===== src/rtl/dsi_lane_scheduler_if.sv =====
// ---------------------------------------------------------------------------
// dsi_lane_scheduler_if
// Bundles the pixel stream, the DCS command stream and the serializer word
// output of the DSI lane scheduler.
//   pix_valid/pix_data/pix_ready : RGB888 pixel source handshake
//   cmd_valid/cmd_data/cmd_ready : DCS command source handshake
//   ser_load/ser_data            : one word per slot to the serializer
//   line_start/frame_start       : timing markers aligned with ser_load
// The slave modport is the scheduler; the master modport is the side that
// owns the sources and the serializer.
// ---------------------------------------------------------------------------
interface dsi_lane_scheduler_if;
    logic        pix_valid;
    logic [23:0] pix_data;
    logic        pix_ready;
    logic        cmd_valid;
    logic [23:0] cmd_data;
    logic        cmd_ready;
    logic        ser_load;
    logic [23:0] ser_data;
    logic        line_start;
    logic        frame_start;

    modport master (
        output pix_valid, pix_data, cmd_valid, cmd_data,
        input  pix_ready, cmd_ready, ser_load, ser_data, line_start, frame_start
    );

    modport slave (
        input  pix_valid, pix_data, cmd_valid, cmd_data,
        output pix_ready, cmd_ready, ser_load, ser_data, line_start, frame_start
    );
endinterface


===== src/rtl/dsi_lane_scheduler.sv =====
// ---------------------------------------------------------------------------
// dsi_lane_scheduler
// Shares the single serializer lane between the video pixel stream and the
// DCS command stream. Generates frame/line timing in units of word slots and
// decides, once per slot, which word the serializer loads: pixels in the
// active region, commands or filler in blanking.
// Ports:
//   clk, rst_n       : clock, asynchronous active-low reset
//   enable_i         : run request, only acted on at frame boundaries
//   underrun_clr_i   : clears the sticky underrun flag
//   underrun_o       : sticky, an active slot found no pixel available
//   bus (slave)      : pixel/command handshakes and serializer outputs
// ---------------------------------------------------------------------------
module dsi_lane_scheduler #(
    parameter int unsigned WORD_CYCLES   = 24,
    parameter int unsigned H_ACTIVE      = 640,
    parameter int unsigned H_BLANK       = 160,
    parameter int unsigned V_ACTIVE      = 480,
    parameter int unsigned V_BLANK       = 45,
    parameter int unsigned CMD_MAX_BURST = 4,
    parameter logic [23:0] FILL_WORD     = 24'h0
) (
    input  logic clk,
    input  logic rst_n,
    input  logic enable_i,
    input  logic underrun_clr_i,
    output logic underrun_o,
    dsi_lane_scheduler_if.slave bus
);

    localparam int unsigned H_TOTAL = H_ACTIVE + H_BLANK;
    localparam int unsigned V_TOTAL = V_ACTIVE + V_BLANK;
    localparam int unsigned SLOT_W  = (WORD_CYCLES > 1) ? $clog2(WORD_CYCLES) : 1;
    localparam int unsigned H_W     = (H_TOTAL > 1) ? $clog2(H_TOTAL) : 1;
    localparam int unsigned V_W     = (V_TOTAL > 1) ? $clog2(V_TOTAL) : 1;
    localparam int unsigned B_W     = (CMD_MAX_BURST > 0) ? $clog2(CMD_MAX_BURST + 1) : 1;

    localparam logic [SLOT_W-1:0] SLOT_LAST = SLOT_W'(WORD_CYCLES - 1);
    localparam logic [H_W-1:0]    H_LAST    = H_W'(H_TOTAL - 1);
    localparam logic [H_W-1:0]    H_ACT     = H_W'(H_ACTIVE);
    localparam logic [V_W-1:0]    V_LAST    = V_W'(V_TOTAL - 1);
    localparam logic [V_W-1:0]    V_ACT     = V_W'(V_ACTIVE);
    localparam logic [B_W-1:0]    B_MAX     = B_W'(CMD_MAX_BURST);

    typedef enum logic [1:0] {
        IDLE,
        ACTIVE,
        HBLANK,
        VBLANK
    } state_e;

    state_e            state_q, state_d;
    logic [SLOT_W-1:0] slot_q, slot_d;
    logic [H_W-1:0]    h_q, h_d;
    logic [V_W-1:0]    v_q, v_d;
    logic [B_W-1:0]    burst_q, burst_d;

    logic              slot_wrap;
    logic              h_wrap;
    logic              frame_end;

    logic              decision;
    logic              pix_ready;
    logic              cmd_ready;
    logic              cmd_accept;
    logic              pix_miss;
    logic [23:0]       word_sel;

    logic              ser_load_q;
    logic [23:0]       ser_data_q;
    logic              line_start_q;
    logic              frame_start_q;
    logic              underrun_q;

    // State register: scheduler state plus the slot/h/v position and the
    // per-blanking-interval command counter.
    always_ff @(posedge clk or negedge rst_n) begin
        if (!rst_n) begin
            state_q <= IDLE;
            slot_q  <= '0;
            h_q     <= '0;
            v_q     <= '0;
            burst_q <= '0;
        end else begin
            state_q <= state_d;
            slot_q  <= slot_d;
            h_q     <= h_d;
            v_q     <= v_d;
            burst_q <= burst_d;
        end
    end

    // Next-state logic. The position advances slot by slot; the region
    // (ACTIVE/HBLANK/VBLANK) is recomputed from the new h/v at each slot
    // wrap. enable_i only matters in IDLE and at the very last slot of a
    // frame. The burst counter restarts whenever a new blanking interval
    // begins, and every VBLANK line counts as its own interval.
    always_comb begin
        state_d   = state_q;
        slot_d    = slot_q;
        h_d       = h_q;
        v_d       = v_q;
        burst_d   = burst_q;
        slot_wrap = (slot_q == SLOT_LAST);
        h_wrap    = slot_wrap && (h_q == H_LAST);
        frame_end = h_wrap && (v_q == V_LAST);

        case (state_q)
            IDLE: begin
                slot_d  = '0;
                h_d     = '0;
                v_d     = '0;
                burst_d = '0;
                if (enable_i) begin
                    state_d = ACTIVE;
                end
            end
            default: begin
                if (cmd_accept) begin
                    burst_d = burst_q + B_W'(1);
                end
                slot_d = slot_wrap ? '0 : slot_q + SLOT_W'(1);
                if (slot_wrap) begin
                    h_d = h_wrap ? '0 : h_q + H_W'(1);
                    if (h_wrap) begin
                        v_d = frame_end ? '0 : v_q + V_W'(1);
                    end
                    if (frame_end && !enable_i) begin
                        state_d = IDLE;
                    end else if (v_d >= V_ACT) begin
                        state_d = VBLANK;
                    end else if (h_d >= H_ACT) begin
                        state_d = HBLANK;
                    end else begin
                        state_d = ACTIVE;
                    end
                    if ((state_d != state_q) || ((state_d == VBLANK) && h_wrap)) begin
                        burst_d = '0;
                    end
                end
            end
        endcase
    end

    // Output decode for the slot==0 decision cycle. Readies depend only on
    // the schedule, never on the valids, so sources see a stable grant.
    always_comb begin
        decision   = (state_q != IDLE) && (slot_q == '0);
        pix_ready  = (state_q == ACTIVE) && (slot_q == '0);
        cmd_ready  = ((state_q == HBLANK) || (state_q == VBLANK)) &&
                     (slot_q == '0) && (burst_q < B_MAX);
        cmd_accept = cmd_ready && bus.cmd_valid;
        pix_miss   = pix_ready && !bus.pix_valid;
        word_sel   = FILL_WORD;
        if (pix_ready && bus.pix_valid) begin
            word_sel = bus.pix_data;
        end else if (cmd_accept) begin
            word_sel = bus.cmd_data;
        end
    end

    // Serializer-side registers. Everything launched from the decision
    // cycle lands together one cycle later so line/frame markers stay
    // aligned with ser_load. ser_data keeps the last word between loads.
    // A fresh underrun takes priority over a clear in the same cycle.
    always_ff @(posedge clk or negedge rst_n) begin
        if (!rst_n) begin
            ser_load_q    <= 1'b0;
            ser_data_q    <= '0;
            line_start_q  <= 1'b0;
            frame_start_q <= 1'b0;
            underrun_q    <= 1'b0;
        end else begin
            ser_load_q    <= decision;
            line_start_q  <= decision && (h_q == '0);
            frame_start_q <= decision && (h_q == '0) && (v_q == '0);
            if (decision) begin
                ser_data_q <= word_sel;
            end
            if (pix_miss) begin
                underrun_q <= 1'b1;
            end else if (underrun_clr_i) begin
                underrun_q <= 1'b0;
            end
        end
    end

    assign bus.pix_ready   = pix_ready;
    assign bus.cmd_ready   = cmd_ready;
    assign bus.ser_load    = ser_load_q;
    assign bus.ser_data    = ser_data_q;
    assign bus.line_start  = line_start_q;
    assign bus.frame_start = frame_start_q;
    assign underrun_o      = underrun_q;

endmodule


===== src/flat_wrapper.sv =====
// flat-port wrapper written by rule: the top's interface ports become plain ports
module dsi_lane_scheduler_flat 
#(
    parameter int unsigned WORD_CYCLES   = 24,
    parameter int unsigned H_ACTIVE      = 640,
    parameter int unsigned H_BLANK       = 160,
    parameter int unsigned V_ACTIVE      = 480,
    parameter int unsigned V_BLANK       = 45,
    parameter int unsigned CMD_MAX_BURST = 4,
    parameter logic [23:0] FILL_WORD     = 24'h0
)
  (clk, rst_n, enable_i, underrun_clr_i, underrun_o, bus_pix_valid, bus_pix_data, bus_cmd_valid, bus_cmd_data, bus_pix_ready, bus_cmd_ready, bus_ser_load, bus_ser_data, bus_line_start, bus_frame_start);
  dsi_lane_scheduler_if bus_i ();
  input  logic clk;
  input  logic rst_n;
  input  logic enable_i;
  input  logic underrun_clr_i;
  output logic underrun_o;
  input wire logic [$bits(bus_i.pix_valid)-1:0] bus_pix_valid;
  input wire logic [$bits(bus_i.pix_data)-1:0] bus_pix_data;
  input wire logic [$bits(bus_i.cmd_valid)-1:0] bus_cmd_valid;
  input wire logic [$bits(bus_i.cmd_data)-1:0] bus_cmd_data;
  output wire logic [$bits(bus_i.pix_ready)-1:0] bus_pix_ready;
  output wire logic [$bits(bus_i.cmd_ready)-1:0] bus_cmd_ready;
  output wire logic [$bits(bus_i.ser_load)-1:0] bus_ser_load;
  output wire logic [$bits(bus_i.ser_data)-1:0] bus_ser_data;
  output wire logic [$bits(bus_i.line_start)-1:0] bus_line_start;
  output wire logic [$bits(bus_i.frame_start)-1:0] bus_frame_start;
  assign bus_i.pix_valid = bus_pix_valid;
  assign bus_i.pix_data = bus_pix_data;
  assign bus_i.cmd_valid = bus_cmd_valid;
  assign bus_i.cmd_data = bus_cmd_data;
  assign bus_pix_ready = bus_i.pix_ready;
  assign bus_cmd_ready = bus_i.cmd_ready;
  assign bus_ser_load = bus_i.ser_load;
  assign bus_ser_data = bus_i.ser_data;
  assign bus_line_start = bus_i.line_start;
  assign bus_frame_start = bus_i.frame_start;
  dsi_lane_scheduler #(.WORD_CYCLES(WORD_CYCLES), .H_ACTIVE(H_ACTIVE), .H_BLANK(H_BLANK), .V_ACTIVE(V_ACTIVE), .V_BLANK(V_BLANK), .CMD_MAX_BURST(CMD_MAX_BURST), .FILL_WORD(FILL_WORD)) u_core (.clk(clk), .rst_n(rst_n), .enable_i(enable_i), .underrun_clr_i(underrun_clr_i), .underrun_o(underrun_o), .bus(bus_i));
endmodule

===== config.mk =====
export PLATFORM = sky130hd
export DESIGN_NAME = dsi_lane_scheduler_flat
export DESIGN_NICKNAME = d
export VERILOG_FILES = /design/src/rtl/dsi_lane_scheduler_if.sv /design/src/rtl/dsi_lane_scheduler.sv /design/src/flat_wrapper.sv
export SDC_FILE = /design/constraint.sdc
export NUM_CORES = 1
export LEC_CHECK = 0
export BUFFER_PORTS_ARGS = -buffer_cell sky130_fd_sc_hd__buf_2
export CORE_MARGIN = 5
export CORE_UTILIZATION = 40
export CTS_BUF_LIST = sky130_fd_sc_hd__clkbuf_2
export DETAILED_ROUTE_END_ITERATION = 16
export GPL_TIMING_DRIVEN = 0
export PLACE_DENSITY = 0.75
export SETUP_SLACK_MARGIN = 0.02
export SKIP_CTS_REPAIR_TIMING = 1
export SLEW_MARGIN = 20
export SYNTH_ARGS = -nofsm -noshare
export SYNTH_HDL_FRONTEND = slang
export SYNTH_SLANG_ARGS = --single-unit

===== constraint.sdc =====
create_clock -name clk -period 8 [get_ports clk]
set_clock_uncertainty 0.15 [all_clocks]
set_input_delay 0.4 -clock clk [delete_from_list [all_inputs] [get_ports clk]]
set_output_delay 0.4 -clock clk [all_outputs]
set_load 0.02 [all_outputs]

* Word level (Yosys, flattened, before mapping)
Cells that the tools add are included.
** Operators by class
- $add $sub $neg :: 4
- Magnitude comparators :: 3
- Equal/unequal tests :: 9
- Muxes and demuxes :: 27
- Reduce and logical (&&, ||, !) cells :: 25
** Operators with widths (number)
- $mux W10 :: 9
- $mux W24 :: 2
- $add A10 B1 Y10 const B :: 2
- $eq A10 B10 Y1 const B :: 2
- $logic_not A10 Y1 :: 2
- $mux W2 :: 8
- $logic_and A1 B1 Y1 :: 13
- $mux W3 :: 4
- $ge A10 B10 Y1 const B :: 1
- $ge A10 B9 Y1 const B :: 1
- $mux W5 :: 2
- $eq A2 B2 Y1 const B :: 3
- $reduce_bool A2 Y1 :: 3
- $add A5 B1 Y5 const B :: 1
- $eq A5 B5 Y1 const B :: 1
- $logic_not A5 Y1 :: 1
- $add A3 B1 Y3 const B :: 1
- $lt A3 B3 Y1 const B :: 1
- $eq A2 B1 Y1 const B :: 1
- $logic_not A1 Y1 :: 2
- $logic_not A2 Y1 :: 1
- $logic_or A1 B1 Y1 :: 2
- $mux W1 :: 2
- $ne A2 B2 Y1 :: 1
- 2 further kinds :: 2
** Storage, ports and cells
- Flip-flop bits (word level) :: 58
- Word-level logic and storage cells :: 78

* Logic depth before layout (Yosys ltp)
Gate-level depths: netlist of the first run.
- Depth after elaboration :: 18
- Mapped depth :: 10
- Depth with buffers taken out :: 9

* Worst setup path before layout of the first run
OpenSTA, ideal clock, no wires.
- Path type :: reg2reg
- Start point :: register u_core.slot_q[0]
- End point :: register u_core.burst_q[1]
- Library setup time :: 0.133 ns
- Arrival :: 2.402 ns
- Path slack :: 5.316 ns
- Cell stages (with the launch flop) :: 10
- Clock period less this slack :: 2.684 ns
- Cell sequence :: dfrtp_1 -> inv_1 -> ha_1 -> or4b_1 -> nor3b_1 -> and2_1 -> buf_2 -> buf_2 -> mux2i_1 -> nor3_1
** On the way
- Elaborated cells between the ends (all ways) :: 28
** RTL lines
- start: declaration :: line dsi_lane_scheduler.sv:53 : logic [SLOT_W-1:0] slot_q, slot_d;
- start signal: assignment :: line dsi_lane_scheduler.sv:86 : slot_q <= slot_d;
- $logic_not A5 Y1 * :: line dsi_lane_scheduler.sv:151 : (slot_q == '0) && (burst_q < B_MAX);
- $logic_and A1 B1 Y1 * :: line dsi_lane_scheduler.sv:150 : cmd_ready = ((state_q == HBLANK) || (state_q == VBLANK)) &&
- $logic_and A1 B1 Y1 * :: line dsi_lane_scheduler.sv:151
- via bus_cmd_ready :: line flat_wrapper.sv:24 : output wire logic [$bits(bus_i.cmd_ready)-1:0] bus_cmd_ready;
- $logic_and A1 B1 Y1 * :: line dsi_lane_scheduler.sv:152 : cmd_accept = cmd_ready && bus.cmd_valid;
- $mux W3 * :: line dsi_lane_scheduler.sv:119 : if (cmd_accept) begin
- $mux W3 :: line dsi_lane_scheduler.sv:137 : if ((state_d != state_q) || ((state_d == VBLANK) && h_wrap)) begin
- $mux W3 * :: line dsi_lane_scheduler.sv:123 : if (slot_wrap) begin
- $mux W3 * :: line dsi_lane_scheduler.sv:108 : case (state_q)
- via u_core.burst_d[1] :: line dsi_lane_scheduler.sv:56 : logic [B_W-1:0] burst_q, burst_d;
- end signal: assignment :: line dsi_lane_scheduler.sv:89 : burst_q <= burst_d;
- end: declaration :: line dsi_lane_scheduler.sv:56
Mark *: on every way through the listed nets, which the timed path passes. The rest lies on a longest branch. The select of a mux whose other input is x is not followed.
A chain may end at the register's enable or synchronous reset.

* Final worst setup path of the first run
- Start point :: register u_core.slot_q[0]
- End point :: register u_core.ser_data_q[18], in the netlist u_core.bus.ser_data[18]
** On the way
- Longest elaborated chain between the ends :: 6
- Elaborated cells between the ends (all ways) :: 9
** RTL lines
- $logic_not A5 Y1 * :: line dsi_lane_scheduler.sv:148, dsi_lane_scheduler.sv:149, dsi_lane_scheduler.sv:151
- $logic_and A1 B1 Y1 :: line dsi_lane_scheduler.sv:150
- $logic_and A1 B1 Y1 :: line dsi_lane_scheduler.sv:151
- $logic_and A1 B1 Y1 :: line dsi_lane_scheduler.sv:152
- $mux W24 :: line dsi_lane_scheduler.sv:157 : end else if (cmd_accept) begin
- $mux W24 :: line dsi_lane_scheduler.sv:155 : if (pix_ready && bus.pix_valid) begin
- end signal: assignment :: line dsi_lane_scheduler.sv:178 : ser_data_q <= word_sel;
- end: declaration :: line dsi_lane_scheduler.sv:70 : logic [23:0] ser_data_q;
Every way passes the cells marked *; elsewhere a longest branch is shown, timed or not.

==> results by group, run 1 <==
Yosys
  • YS warnings: 0
  • Synthesized area: 2960 um2
  • Synth area leaders: dfrtp_1, a222oi_1, inv_1
  • Avg Cell Area, Syn: 9.967 um2
  • Post-synth top area cell: dfrtp_1
  • Most frequent cell after synthesis: dfrtp_1
  • Count of state elements after synthesis: 58
  • Number of synthesized flops with an enable pin: 0
  • Top cell type's share of synthesized area: 49.03%
  • Synthesized instance count: 297
  • Mapped Nets: 358
  • Unique cell type count in the Yosys netlist: 47
  • Dominant synthesized flop cell: dfrtp_1
  • Sequential cell area fraction in the yosys report: 49.03%
  • Synth top cells by count: dfrtp_1, inv_1, a222oi_1, nor2_1, nand2_1
  • Post-synth ARST share: 100.0%

STA
  • Worst hold margin: -30.69 ps
  • Final Max Slew Viols: 0
  • Setup violators final: 0
  • Fmax: 301.1 MHz
  • Period utilisation layout: 41.52%
  • Hold Fails Final Rpt: 1
  • Crit path time final: 3321 ps
  • Fin Setup TNS: 0 ps
  • Relative slew slack: 43.52%
  • Slew @ Worst Pin: 845.4 ps
  • RSZ-0062 raised after global routing: no

Routing
  • Met1 wire length: 3467 um
  • Post-route DRC: 0
  • Met2 routed WL: 5001 um
  • Via Count: 3,089
  • DR vias/cell: 5.678
  • First-pass DRT Iterations: 8
  • DR iter-0 viols: 263
  • Met3 wire len: 637 um
  • Top sig layer: met4
  • Total Wirelength: 9486 um
  • WL per Instance: 17.44 um
  • Post-route ant nets: 0

CTS
  • Clk slew on worst S/H paths: 190 ps
  • CTS tree: built
  • Clock root buffer: clkbuf_2
  • Bufs on Longest Clock Path: 2
  • Total CTS buffers: 9
  • Htree depth: 3
  • Worst-skew pair later-pin latency: 510 ps
  • Clk sinks: 58

Finish
  • # diodes: 0
  • Design Area, Final: 4076 um2
  • Nets: 501
  • Share of cells above drive strength 1: 25.39%
  • P&R area growth vs syn: 37.70%

Critical path
  • Critical path type: reg2reg
  • Worst Path Buf+Inv: 5
  • Worst Setup EP: u_core.bus.ser_data[18]
  • WP data required: 8290 ps
  • Worst setup SP type: flop
  • Reg-to-reg critical path endpoint: u_core.bus.ser_data[18]
  • CP max stage cell: dlygate4sd3_1
  • Flop2flop setup slack: 4680 ps
  • Critical path depth: 10
  • Worst r2r src: u_core.slot_q[0]
  • CP max FO: 10
  • CP endpoint kind: flop
  • Crit path top cell by count: inv_1
  • Critical Path Source: u_core.slot_q[0]
  • CP arrival: 3610 ps
  • Worst Reg-to-Reg Cells: 10
  • Crit path cell chain: inv_1 > ha_1 > or4b_1 > nor3b_1 > and2_1 > buf_2 > clkbuf_1 > a222oi_1 > dlygate4sd3_1 > inv_1
  • Crit path max-delay family: buffers and inverters
  • Critical Path Max Stage Delay: 620 ps

Global route
  • GRT overflow: 0
  • First-pass GRT wire length: 12,280 um
  • Initial antenna violation count: 0
  • Number of global-route vias before repair: 2,699
  • Total GRT Usage: 17.04%
  • Largest net degree at the start of global routing: 59

Place
  • Post-Place Cell Area: 3502 um2
  • Gpl congestion: 0.8688
  • # port buffers: 83
  • HPWL reported at the end of detailed placement: 5780 um

Power
  • PwrDens: 127.4 nW/um2
  • Max IR drop VDD: 0.00009161 V
  • Leakage power: 2.060 nW
  • Total power: 0.0005195 W

Floorplan
  • Initial Utilization: 41.03%
  • Die Ht: 96.03 um
  • Row count: 31
  • Io pins: 84
  • Die width: 96.03 um
  • Die ar.: 9222 um2
  • CORE AREA: 7214 um2

Flow run
  • Max-Cap Viols: 0

Worst hold path
  • Min-delay worst type: in2reg

Run status
  • Failing checks: negative hold slack
  • Outcome: complete, but fails checks
[registers in the layout, indices dropped and copies added (netlist names)]
signal	flops
u_core.h_q	10
u_core.bus.line_start	1
u_core.v_q	10
u_core.bus.ser_load	1
u_core.bus.frame_start	1
u_core.bus.ser_data	24
u_core.state_q	2
u_core.slot_q	5
u_core.underrun_o	1
u_core.burst_q	3
[worst reg2reg max path: stages (launching register included)]
cell and delay (ps):
dfrtp_1 440, inv_1 70, ha_1 130, or4b_1 490, nor3b_1 320, and2_1 170, buf_2 220, clkbuf_1 410
a222oi_1 200, dlygate4sd3_1 620, inv_1 70
[worst min-delay path by stage]
stage	from	end	slack, ps	depth (start not counted)
final	bus_cmd_data[17]	u_core.bus.ser_data[17]	-30	3
after global routing	bus_cmd_data[17]	u_core.bus.ser_data[17]	5	3
after CTS	rst_n	u_core.bus.ser_data[3]	-220	1
after detailed placement	u_core.bus.ser_data[1]	u_core.bus.ser_data[1]	340	2
after global placement	u_core.bus.ser_data[14]	u_core.bus.ser_data[14]	330	2
after floorplan	rst_n	u_core.burst_q[0]	-50	0
[final cells by class]
class	count	area, um2
fillers	618	3138
flip-flops and latches	58	1451
multi-input cells	187	1309
repair buffers	132	908.4
inverters	35	131.4
well taps	99	123.9
plain buffers	17	68.82
clock buffers	10	50.05
clock inverters	6	33.78
[report_power, final]
part | internal (W) | switching (W) | leakage, nW | total [W]
clock network | 0.0000393 | 0.000112 | 0.0551 | 0.000151
logic | 0.0000341 | 0.0000302 | 1.24 | 0.0000644
registers | 0.000300 | 0.00000399 | 0.763 | 0.000304
[kinds of logic after synthesis]
| logic type | share of synthesized area (%) |
|---|---|
| xor+xnor | 4.057 |
| compound gates | 18.85 |
| simple gates | 18.01 |
| mux | 0.3381 |
| fa+ha+maj | 2.958 |
| flops | 49.03 |
| buf+inv | 6.763 |
[routing by layer]
layer  global-route usage (%)  vias up
li1                         -     1381
met1                    19.89     1508
met2                    29.50      163
met3                    4.300       37
met4                    7.227        0
met5                        0        -
[through the flow]
stage / hold slack, ps / instances / utilization (%) / worst slack [ps]
after floorplan: -45.59 / 297 / - / 5316
after global placement: 332.7 / 479 / 48.51 / 5095
after detailed placement: 336.0 / 479 / 48.54 / 5016
after CTS: -220.7 / 495 / 49.71 / 4984
after global routing: 5.292 / 544 / 56.50 / 4578
final: -30.69 / 544 / 56.50 / 4679
[layout by cell type (no fill, tap or decap), types with 3 or more instances in the layout]
cell type	netlist	final
a21oi_1	16	16
a222oi_1	24	24
a31oi_1	7	7
and2_1	4	4
and3_1	5	5
and4_1	3	3
buf_2	4	86
clkbuf_1	13	13
clkbuf_2	0	10
clkinv_2	0	3
dfrtp_1	58	58
dlygate4sd3_1	0	49
ha_1	7	7
inv_1	35	35
nand2_1	18	18
nand2b_1	3	3
nand3_1	12	12
nand4_1	5	5
nor2_1	19	19
nor3_1	9	9
nor3b_1	4	4
o21ai_0	7	7
o31ai_1	6	6
xnor2_1	4	4
xor2_1	6	6
No activity file was read; power rests on OpenSTA's default activity.
==> run 2: changes to the inputs <==
Clock period 8 ns to 3.4 ns, I/O delays scaled along.
==> run 2 against run 1 <==
Net effect:
- the flow now finishes without violations
- cell area grew 0.74%
- first-iteration DRC count grew 0.76%
- sequential share of layout area shrank 0.26 points
- wire length grew 0.98%
- count of clock-buffer cells in the layout is the same
- largest power group unchanged
- highest routed layer unchanged
==> results by group, run 2 (same netlist as run 1, synthesis figures left out) <==
CTS
  • Clock root buffer: clkbuf_2
  • Htree depth: 3 (unchanged)
  • CTS tree: built
  • Worst-skew pair later-pin latency: 520 ps (about the same)
  • Bufs on Longest Clock Path: 2 (unchanged)
  • Total CTS buffers: 9 (unchanged)
  • Clk slew on worst S/H paths: 180 ps (about the same)
  • Clk sinks: 58 (unchanged)

Finish
  • Most frequent cells in the layout: buf_2, dfrtp_1, dlygate4sd3_1
  • Largest register FFs: 24 (unchanged)
  • Finished Layout Cells: 547 (+0.55%)
  • Share of cells above drive strength 1: 25.22% (-0.17 points)
  • Nets: 504 (+0.60%)
  • # diodes: 0 (unchanged)
  • P&R area growth vs syn: 38.72%
  • Final core utilization: 56.92% (+0.42 points)
  • Most common cell after layout, fill and taps aside: buf_2

Floorplan
  • Io pins: 84 (unchanged)
  • Die ar.: 9222 um2 (unchanged)
  • Row count: 31 (unchanged)
  • Die Ht: 96.03 um (unchanged)
  • Initial Utilization: 41.03% (unchanged)
  • CORE AREA: 7214 um2 (unchanged)
  • Die width: 96.03 um (unchanged)

Critical path
  • Worst r2r src: u_core.slot_q[0]
  • CP max FO: 10 (unchanged)
  • Worst setup SP type: flop
  • Worst Setup EP: u_core.bus.ser_data[15]
  • Critical path depth: 10 (unchanged)
  • Reg-to-reg critical path endpoint: u_core.bus.ser_data[15]
  • Crit path cell chain: inv_1 > ha_1 > or4b_1 > nor3b_1 > and2_1 > buf_2 > clkbuf_1 > a222oi_1 > dlygate4sd3_1 > inv_1
  • Worst Reg-to-Reg Cells: 10 (unchanged)
  • Critical Path Max Stage Delay: 640 ps (+20 ps)
  • Critical Path Source: u_core.slot_q[0]
  • CP max stage cell: dlygate4sd3_1
  • Worst Path Buf+Inv: 5 (unchanged)
  • Crit path top cell by count: inv_1
  • CP endpoint kind: flop
  • WP data required: 3720 ps (-4570 ps)
  • Crit path max-delay family: buffers and inverters
  • Critical path type: reg2reg
  • Flop2flop setup slack: 4 ps (-4670 ps)
  • CP arrival: 3720 ps (+110 ps)

STA
  • Crit path time final: 3396 ps (+74.42 ps)
  • Fmax: 294.5 MHz (-2.2%)
  • Relative slew slack: 44.19% (+0.67 points)
  • Setup violators final: 0 (unchanged)
  • Worst hold margin: 134.2 ps (+164.9 ps)
  • Period utilisation layout: 99.88% (+58 points)
  • Hold Fails Final Rpt: 0 (-1)
  • Fin Setup TNS: 0 ps (unchanged)
  • Final Max Slew Viols: 0 (unchanged)
  • Slew @ Worst Pin: 835.4 ps (-10.01 ps)

Routing
  • DR vias/cell: 5.620 (-1.0%)
  • Via Count: 3,074 (-0.49%)
  • DR iter-0 viols: 265 (+0.76%)
  • Post-route ant nets: 0 (unchanged)
  • Total Wirelength: 9579 um (+0.98%)
  • WL per Instance: 17.51 um (+0.43%)
  • Post-route DRC: 0 (unchanged)
  • First-pass DRT Iterations: 6 (-2)

Run status
  • Outcome: complete, no violations

Place
  • HPWL reported at the end of detailed placement: 5780 um (unchanged)
  • # port buffers: 83 (unchanged)
  • Dpl cells: 479 (unchanged)
  • Gpl congestion: 0.8688 (unchanged)

Power
  • Switch share: 28.16% (about the same)
  • Switch Pwr: 0.0003450 W (+140%)
  • Clk pwr share: 29.1% (about the same)
  • PwrDens: 298.3 nW/um2 (+130%)
  • Comb pwr share: 12.6% (+0.2 points)
  • P_int: 0.0008801 W (+140%)
  • Max IR drop VDD: 0.0002216 V (+140%)
  • Reg power frac: 58.3% (-0.2 points)
  • Leakage power: 2.084 nW (+1.2%)

Global route
  • Number of global-route vias before repair: 2,699 (unchanged)
  • GRT overflow: 0 (unchanged)
  • Initial antenna violation count: 0 (unchanged)
  • Total GRT Usage: 17.04% (unchanged)
  • Largest net degree at the start of global routing: 59 (unchanged)
  • First-pass GRT wire length: 12,280 um (unchanged)

Worst hold path
  • Min-delay worst type: in2async

Flow run
  • Max-Cap Viols: 0 (unchanged)
[run 2: cell types whose count changed in the layout (fill, tap and decap cells not counted), sizes merged]
cell	previous run	this run
dlygate4sd3	49	52
[run 2: metal layers]
| layer | up-vias | global-route usage, % | part of all wire (%) |
|---|---|---|---|
| met2 | 132 | 29.50 | 54 |
| met3 | 37 | 4.300 | 5.5 |
| met4 | 0 | 7.227 | 4.0 |
| met5 | - | 0 | 0 |
| li1 | 1393 | - | - |
| met1 | 1512 | 19.89 | 37 |
[run 2: worst register-to-register path: stages (launching register included)]
cell           delay, ps
dfrtp_1              440
inv_1                 70
ha_1                 120
or4b_1               490
nor3b_1              310
and2_1               160
buf_2                220
clkbuf_1             460
a222oi_1             230
dlygate4sd3_1        640
inv_1                 80
[run 2: power groups by stage]
| stage | Sequential, W | Clock, W | Combinational [W] |
|---|---|---|---|
| final | 0.000715 | 0.000356 | 0.000154 |
| after global routing | 0.000717 | 0.000394 | 0.000164 |
| after floorplan | 0.000745 | 0 | 0.0000171 |
| after global placement | 0.000725 | 0 | 0.0000986 |
| after detailed placement | 0.000726 | 0 | 0.000101 |
| after CTS | 0.000713 | 0.000366 | 0.000101 |
[run 2: final cells by class]
| class | instances | area (um2) |
|---|---|---|
| plain buffers | 17 | 68.82 |
| clock buffers | 10 | 50.05 |
| clock inverters | 6 | 33.78 |
| fillers | 622 | 3108 |
| inverters | 35 | 131.4 |
| multi-input cells | 187 | 1309 |
| flip-flops and latches | 58 | 1451 |
| well taps | 99 | 123.9 |
| repair buffers | 135 | 938.4 |
[run 2: stage by stage]
step           power (W)  area, um2  worst slack [ps]
5_1_grt         0.001274       4106            -68.14
3_5_place_dp   0.0008270       3502             415.7
6_report        0.001225       4106             4.109
3_3_place_gp   0.0008237       3500             494.9
2_1_floorplan  0.0007621       2960             715.6
4_1_cts         0.001181       3586             384.1
[run 2: worst min path at each step]
stage	to	slack, ps	depth (start not counted)
after global routing	u_core.burst_q[0]	160	2
after detailed placement	u_core.bus.ser_data[0]	130	1
after floorplan	u_core.burst_q[0]	-280	0
after CTS	u_core.bus.ser_data[3]	-450	1
final	u_core.bus.ser_load	130	2
after global placement	u_core.underrun_o	210	2
